### src/rtl/game_sequencer.sv
// game_sequencer: 2048 game flow controller; spawns tiles, issues moves, tracks score and status.
// Optional feature: define WIN_DETECT_EN to enable winning-tile detection (game_won / WON state).
module game_sequencer #(
  parameter int N       = 4,
  parameter int CELL_W  = 4,
  parameter int SCORE_W = 16,
  parameter int WIN_EXP = 11,
  parameter int LOC_W   = $clog2(N*N)
) (
  input  logic                  clk,
  input  logic                  rst,
  input  logic [3:0]            btn,
  output logic                  rnd_req,
  input  logic                  rnd_valid,
  input  logic [LOC_W-1:0]      rnd_loc,
  input  logic                  rnd_four,
  input  logic [N*N*CELL_W-1:0] board_cells,
  output logic                  preset_valid,
  output logic [LOC_W-1:0]      preset_loc,
  output logic [CELL_W-1:0]     preset_exp,
  output logic [3:0]            move_dir,
  input  logic                  move_done,
  input  logic                  movable,
  input  logic                  merge_valid,
  input  logic [CELL_W-1:0]     merge_exp,
  output logic [SCORE_W-1:0]    score,
  output logic                  game_over,
  output logic                  game_won
);

  localparam int Cells  = N * N;
  localparam int BoardW = Cells * CELL_W;

  typedef enum logic [2:0] {
    StIdle, StSpawnReq, StSpawnWait, StWaitPress, StMovePend, StCheck, StEnded, StWon
  } state_e;

  state_e              state_q, state_d;
  logic [1:0]          spawn_cnt_q, spawn_cnt_d;
  logic [3:0]          btn_s1_q, btn_s2_q, btn_prev_q;
  logic [3:0]          press;
  logic                preset_valid_q, preset_valid_d;
  logic [LOC_W-1:0]    preset_loc_q, preset_loc_d;
  logic [CELL_W-1:0]   preset_exp_q, preset_exp_d;
  logic [3:0]          move_dir_q, move_dir_d;
  logic [BoardW-1:0]   snap_q, snap_d;
  logic                over_q, over_d;
  logic [SCORE_W-1:0]  score_q, score_d;
  logic [SCORE_W-1:0]  addend;
  logic [SCORE_W:0]    score_sum;
  logic                has_empty;
  logic                loc_empty;
`ifdef WIN_DETECT_EN
  logic                won_q, won_d;
  logic                win_cell;
`endif

  assign press = btn_s2_q & ~btn_prev_q;

  // Board scans: any empty cell, and whether the offered random cell is a valid empty target.
  always_comb begin
    has_empty = 1'b0;
    loc_empty = 1'b0;
    for (int i = 0; i < Cells; i++) begin
      if (board_cells[i*CELL_W +: CELL_W] == '0) begin
        has_empty = 1'b1;
        if (rnd_loc == LOC_W'(i)) loc_empty = 1'b1;
      end
    end
  end

`ifdef WIN_DETECT_EN
  always_comb begin
    win_cell = 1'b0;
    for (int i = 0; i < Cells; i++) begin
      if (int'(board_cells[i*CELL_W +: CELL_W]) >= WIN_EXP) win_cell = 1'b1;
    end
  end
`endif

  always_comb begin
    state_d        = state_q;
    spawn_cnt_d    = spawn_cnt_q;
    preset_valid_d = 1'b0;
    preset_loc_d   = preset_loc_q;
    preset_exp_d   = preset_exp_q;
    move_dir_d     = move_dir_q;
    snap_d         = snap_q;
    over_d         = over_q;
    rnd_req        = 1'b0;
`ifdef WIN_DETECT_EN
    won_d          = won_q;
`endif
    unique case (state_q)
      StIdle: begin
        spawn_cnt_d = 2'd2;
        state_d     = StSpawnReq;
      end
      StSpawnReq: begin
        if (!has_empty) begin
          state_d = StCheck;
        end else begin
          rnd_req = 1'b1;
          state_d = StSpawnWait;
        end
      end
      StSpawnWait: begin
        // The preset cycle is spent here so the board has absorbed the write before the next scan.
        if (preset_valid_q) begin
          state_d = (spawn_cnt_q != 2'd0) ? StSpawnReq : StWaitPress;
        end else if (rnd_valid) begin
          if (loc_empty) begin
            preset_valid_d = 1'b1;
            preset_loc_d   = rnd_loc;
            preset_exp_d   = rnd_four ? CELL_W'(2) : CELL_W'(1);
            spawn_cnt_d    = spawn_cnt_q - 2'd1;
          end else begin
            state_d = StSpawnReq;
          end
        end
      end
      StWaitPress: begin
        if (press != 4'b0000) begin
          if (press[0])      move_dir_d = 4'b0001;
          else if (press[1]) move_dir_d = 4'b0010;
          else if (press[2]) move_dir_d = 4'b0100;
          else               move_dir_d = 4'b1000;
          snap_d  = board_cells;
          state_d = StMovePend;
        end
      end
      StMovePend: begin
        if (move_done) begin
          move_dir_d = 4'b0000;
          if (board_cells == snap_q) begin
            state_d = StWaitPress;
          end else
`ifdef WIN_DETECT_EN
          if (win_cell) begin
            state_d = StCheck;
          end else
`endif
          begin
            spawn_cnt_d = 2'd1;
            state_d     = StSpawnReq;
          end
        end
      end
      StCheck: begin
`ifdef WIN_DETECT_EN
        if (win_cell) begin
          won_d   = 1'b1;
          state_d = StWon;
        end else
`endif
        if (movable) begin
          state_d = StWaitPress;
        end else begin
          over_d  = 1'b1;
          state_d = StEnded;
        end
      end
      StEnded: state_d = StEnded;
      StWon:   state_d = StWon;
      default: state_d = StIdle;
    endcase
  end

  // Saturating score; an exponent beyond the score width saturates outright.
  always_comb begin
    addend    = SCORE_W'(1) << merge_exp;
    score_sum = {1'b0, score_q} + {1'b0, addend};
    score_d   = score_q;
    if (merge_valid) begin
      if (int'(merge_exp) >= SCORE_W || score_sum[SCORE_W]) begin
        score_d = '1;
      end else begin
        score_d = score_sum[SCORE_W-1:0];
      end
    end
  end

  always_ff @(posedge clk or posedge rst) begin
    if (rst) begin
      state_q        <= StIdle;
      spawn_cnt_q    <= 2'd0;
      btn_s1_q       <= 4'b0000;
      btn_s2_q       <= 4'b0000;
      btn_prev_q     <= 4'b0000;
      preset_valid_q <= 1'b0;
      preset_loc_q   <= '0;
      preset_exp_q   <= '0;
      move_dir_q     <= 4'b0000;
      snap_q         <= '0;
      over_q         <= 1'b0;
      score_q        <= '0;
    end else begin
      state_q        <= state_d;
      spawn_cnt_q    <= spawn_cnt_d;
      btn_s1_q       <= btn;
      btn_s2_q       <= btn_s1_q;
      btn_prev_q     <= btn_s2_q;
      preset_valid_q <= preset_valid_d;
      preset_loc_q   <= preset_loc_d;
      preset_exp_q   <= preset_exp_d;
      move_dir_q     <= move_dir_d;
      snap_q         <= snap_d;
      over_q         <= over_d;
      score_q        <= score_d;
    end
  end

`ifdef WIN_DETECT_EN
  always_ff @(posedge clk or posedge rst) begin
    if (rst) won_q <= 1'b0;
    else     won_q <= won_d;
  end
  assign game_won = won_q;
`else
  assign game_won = 1'b0;
`endif

  assign preset_valid = preset_valid_q;
  assign preset_loc   = preset_loc_q;
  assign preset_exp   = preset_exp_q;
  assign move_dir     = move_dir_q;
  assign score        = score_q;
  assign game_over    = over_q;

endmodule

### config.mk
export PLATFORM = sky130hd
export DESIGN_NAME = game_sequencer
export DESIGN_NICKNAME = d
export VERILOG_FILES = /design/src/rtl/game_sequencer.sv
export SDC_FILE = /design/constraint.sdc
export NUM_CORES = 1
export LEC_CHECK = 0
export CAP_MARGIN = 10
export CORE_MARGIN = 10
export CORE_UTILIZATION = 35
export DETAILED_ROUTE_END_ITERATION = 10
export HOLD_SLACK_MARGIN = 0.15
export SYNTH_ARGS = -nofsm -noshare
export SYNTH_HDL_FRONTEND = slang
export SYNTH_SLANG_ARGS = --single-unit
### constraint.sdc
create_clock -name clk -period 7.4 [get_ports clk]
set_clock_uncertainty 0.05 [all_clocks]
set_input_delay 1.48 -clock clk [delete_from_list [all_inputs] [get_ports clk]]
set_output_delay 1.48 -clock clk [all_outputs]
set_load 0.02 [all_outputs]
---- Word level (Yosys, flattened, before mapping) ----
Index checks and enable logic that the tools add are counted.
word-level totals
  logic and storage cells ................. 156
  output and inout port bits .............. 32
  input bits .............................. 83
  flip-flop bits (word level) ............. 111
cells by class
  eq/ne operators ......................... 31
  $add $sub $neg .......................... 2
  reduce and logical (&&, ||, !) cells .... 28
  shifts and indexed selects .............. 1
  bitwise gates (word level) .............. 4
  multiplexer cells ....................... 78
operator list
  kind                  count
  $logic_not 4->1       17
  $eq 64x64->1          1
  $mux 1                54
  $eq 4x4->1 const B    8
  $pmux 3 s8            1
  $mux 3                7
  $mux 4                5
  $add 16x16->17        1
  $eq 4x3->1 const B    4
  $mux 16               1
  $mux 2                8
  $shl 1x4->16 const A  1
  $eq 3x3->1 const B    4
  $ne 2x2->1 const B    6
  $eq 4x2->1 const B    2
  $pmux 4 s2            1
  $reduce_and 4->1      2
  $eq 3x2->1 const B    2
  $ne 3x3->1 const B    2
  $pmux 2 s3            1
  $reduce_and 6->1      1
  $and 4x4->4           1
  $eq 4x1->1 const B    1
  $not 4->4             1
  9 further kinds       12

---- Longest topological paths before layout ----
  depth after elaboration ................. 37
  gate-level depth with buffers ........... 12
  depth with buffers taken out ............ 11

---- Worst setup path before layout ----
No wires, ideal clock.
  path type ............................... input-to-output
  from .................................... in board_cells[44]
  to ...................................... out rnd_req
  arrival ................................. 2909 ps
  stages on the path ...................... 4
  required time ........................... 5870 ps
  setup slack ............................. 2961 ps
  cells stage by stage .................... or4_1 nand4_1 nor2_1 nor4b_1
between the ends
  cells in the longest elaborated chain, start to end .. 8
ends and longest elaborated chain
  item                 line  RTL
  start: declaration   17    input logic [N*N*CELL_W-1:0] board_cells,
  $logic_not 4->1      65    if (board_cells[i*CELL_W +: CELL_W] == '0) begin
  $mux 1 (5 in a row)  65
  $mux 1               100   if (!has_empty) begin
  $mux 1               94    unique case (state_q)
  end: declaration     13    output logic rnd_req,
Every way passes these cells.

---- Final worst setup path ----
  from .................................... in board_cells[24]
  to ...................................... out rnd_req
between the ends
  cells in the longest elaborated chain, start to end .. 13
ends and longest elaborated chain
  item                  line
  $logic_not 4->1       65
  $mux 1 (10 in a row)  65
  $mux 1                100
  $mux 1                94
Every way passes these cells.

==> impl_metrics.ini <==
[run_status]
status = completed

[route]
drcViolationCount = 0
ant_nets = 0
vias = 4537
firstDrtPassIters = 4
wl_mm = 16.2
drt_iter0_drc = 200
wl_per_cell_um = 18.4
via_per_inst = 5.13

[power_and_ir_drop]
peakVddDrop_mv = 0.174
power_density_nw_per_um2 = 354
power_leakage_nw = 3.12

[grt]
grtUsageTotal_pct = 14.3
grt_max_degree = 71
antenna_found_initial = 2
first_global_vias = 4807
grt_pass1_wl_mm = 25.7
overflow = 0

[synthesis]
synth_area_um2 = 6020
yosysUniqueCellTypes = 52
synth_seq_cells = 109
ys.flop_type = dfrtp_1
syn_avg_cell_area_um2 = 10.9
yosys_warnings = 0
synth_seq_area_share_pct = 45.3
synth_async_sr_flop_share_pct = 100
synth-edff-count = 0
synthCells = 550

[clock_network]
cts.htree.levels = 3
clk_pin_slew_worst_paths_ns = 0.07
cts_resized = 0
cts_max_path_buffers = 2
cts_buffers = 9
postCtsSetupBuffers = 0
cts_tree = yes
cts_hold_buf = 0
cts.sinks = 109
clk_latency_ns = 0.35
root_buffer = clkbuf_16

[layout]
final_cells = 884
final_cell_mix = 111 x clkdlybuf4s50_1, 109 x dfrtp_1, 66 x mux2_2, 46 x nor2_1, 41 x xnor2_1
final_common_cell = clkdlybuf4s50_1
finish.utilization_pct = 45.8
final_nets = 759
drive_gt1_share_pct = 14.5
area_delta_synth_final_pct = 27.1

[setup_path]
critPathKind = input pin to output pin
cp_max_fo = 4
max_stage_delay_ns = 0.74
start_kind = input pin
crit_arrival_ns = 3.91
timing.rr.end = score[0]
reg2reg_from = score[0]
endpoint = rnd_req
endpoint_kind = output pin
crit_path_top_delay_cell = nor4_1
reg2reg_slack_ns = 4.53
setup.worst_path.start = board_cells[24]
required_ns = 5.87
path_cells = clkdlybuf4s50_1, nor4_1, nor4_1, nand2_1, nor2_1, nor4b_1, clkdlybuf4s50_1
r2r_cells = 10

[placed_design]
port_buffers = 111
gp_congestion = 0.850
placed_cells = 867
place_hpwl_mm = 12.7

[timing]
period_needed_ns = 5.44
worst_pin_slew_ns = 1.02
drv_slew = 0
min_period_over_period_pct = 73.6
rsz0062_at_grt = no
final_hold_viol_count = 0
slew_headroom_pct = 31.8
setup_violations = 0
fin_setup_tns_ns = 0
max_freq_mhz = 184

[die]
core_um2 = 16700
die_w_um = 151
start_util_pct = 36.0
die_y_um = 151
io_pins = 115
rows = 47
dieArea_um2 = 22800

[min_path]
min_path_type = register to register

[run]
drv_cap = 0
-- cell type report --
type | count | area (um2)
fillers | 1593 | 9060
flip-flops and latches | 109 | 2730
clock buffers | 10 | 229
clock inverters | 6 | 70.1
repair buffers | 113 | 1130
well taps | 220 | 275
diodes | 1 | 2.50
multi-input cells | 408 | 3150
inverters | 17 | 66.3
-- sequential cells by signal, summed over array words and instances (netlist names) --
register,cells
state_q,3
btn_prev_q,4
preset_valid,1
btn_s1_q,4
preset_exp,2
spawn_cnt_q,2
btn_s2_q,4
game_over,1
preset_loc,4
snap_q,64
move_dir,4
score,16
-- critical path, delay by kind of cell --
| kind | cells | cell delay [ns] |
|---|---|---|
| AND/OR/NAND/NOR | 5 | 1.32 |
| buffers and inverters | 2 | 1.12 |
-- stage by stage --
step                      hold slack [ns]  power, W  instance area [um2]  setup WS [ns]
after floorplan                     0.281   0.00184                 6020           2.96
after global placement              0.285   0.00219                 7340           1.93
after detailed placement            0.285   0.00223                 7340           1.91
after CTS                           0.300   0.00274                 7640           1.94
after global routing                0.315   0.00290                 7640           1.86
final                               0.295   0.00270                 7640           1.96
-- where the power goes --
group          total (W)  internal (W)  switching [W]
Clock           0.000491      0.000266       0.000226
Combinational    0.00115      0.000622       0.000532
Sequential       0.00106      0.000858       0.000201
-- cell usage after synthesis, drive strengths merged, types with 5 or more instances --
master	number	share of area, %
dfrtp	109	45
mux2	71	14
nor2	46	2.9
xnor2	41	6.0
xor2	35	5.1
nor4	26	2.7
a21oi	22	1.8
o21ai	19	1.6
nand2	18	1.1
ha	17	3.5
inv	17	1.1
clkbuf	14	0.87
nand4	12	1.2
nand2b	11	1.1
nor3	10	0.83
a31oi	7	0.73
mux2i	7	1.2
and3	6	0.62
a21o	5	0.62
or3	5	0.52
-- worst min-delay path by stage --
stage / startpoint / end / slack (ns) / cells past startpoint
after floorplan: btn_s1_q[0] / btn_s2_q[0] / 0.28 / 0
after global placement: btn_s1_q[0] / btn_s2_q[0] / 0.28 / 0
after detailed placement: btn_s1_q[3] / btn_s2_q[3] / 0.28 / 0
after CTS: btn_s1_q[3] / btn_s2_q[3] / 0.30 / 0
after global routing: btn_s1_q[0] / btn_s2_q[0] / 0.31 / 0
final: btn_s1_q[3] / btn_s2_q[3] / 0.29 / 0
-- per-layer routing --
metal,wire length [um],global-route usage [%],vias up
met5,8,0,-
met4,177,2.98,2
met3,1070,4.62,13
met2,7920,24.4,108
met1,7060,17.4,2231
li1,-,-,2183
-- logic make-up after synthesis --
group	after synthesis	synth area share, %
simple gates	153	13.3
buf+inv	35	2.50
other cells	1	0.0623
mux	80	15.5
compound gates	78	8.36
flops	109	45.3
fa+ha+maj	18	3.87
xor+xnor	76	11.1
Note: power is estimated with default switching activity, not from simulation.
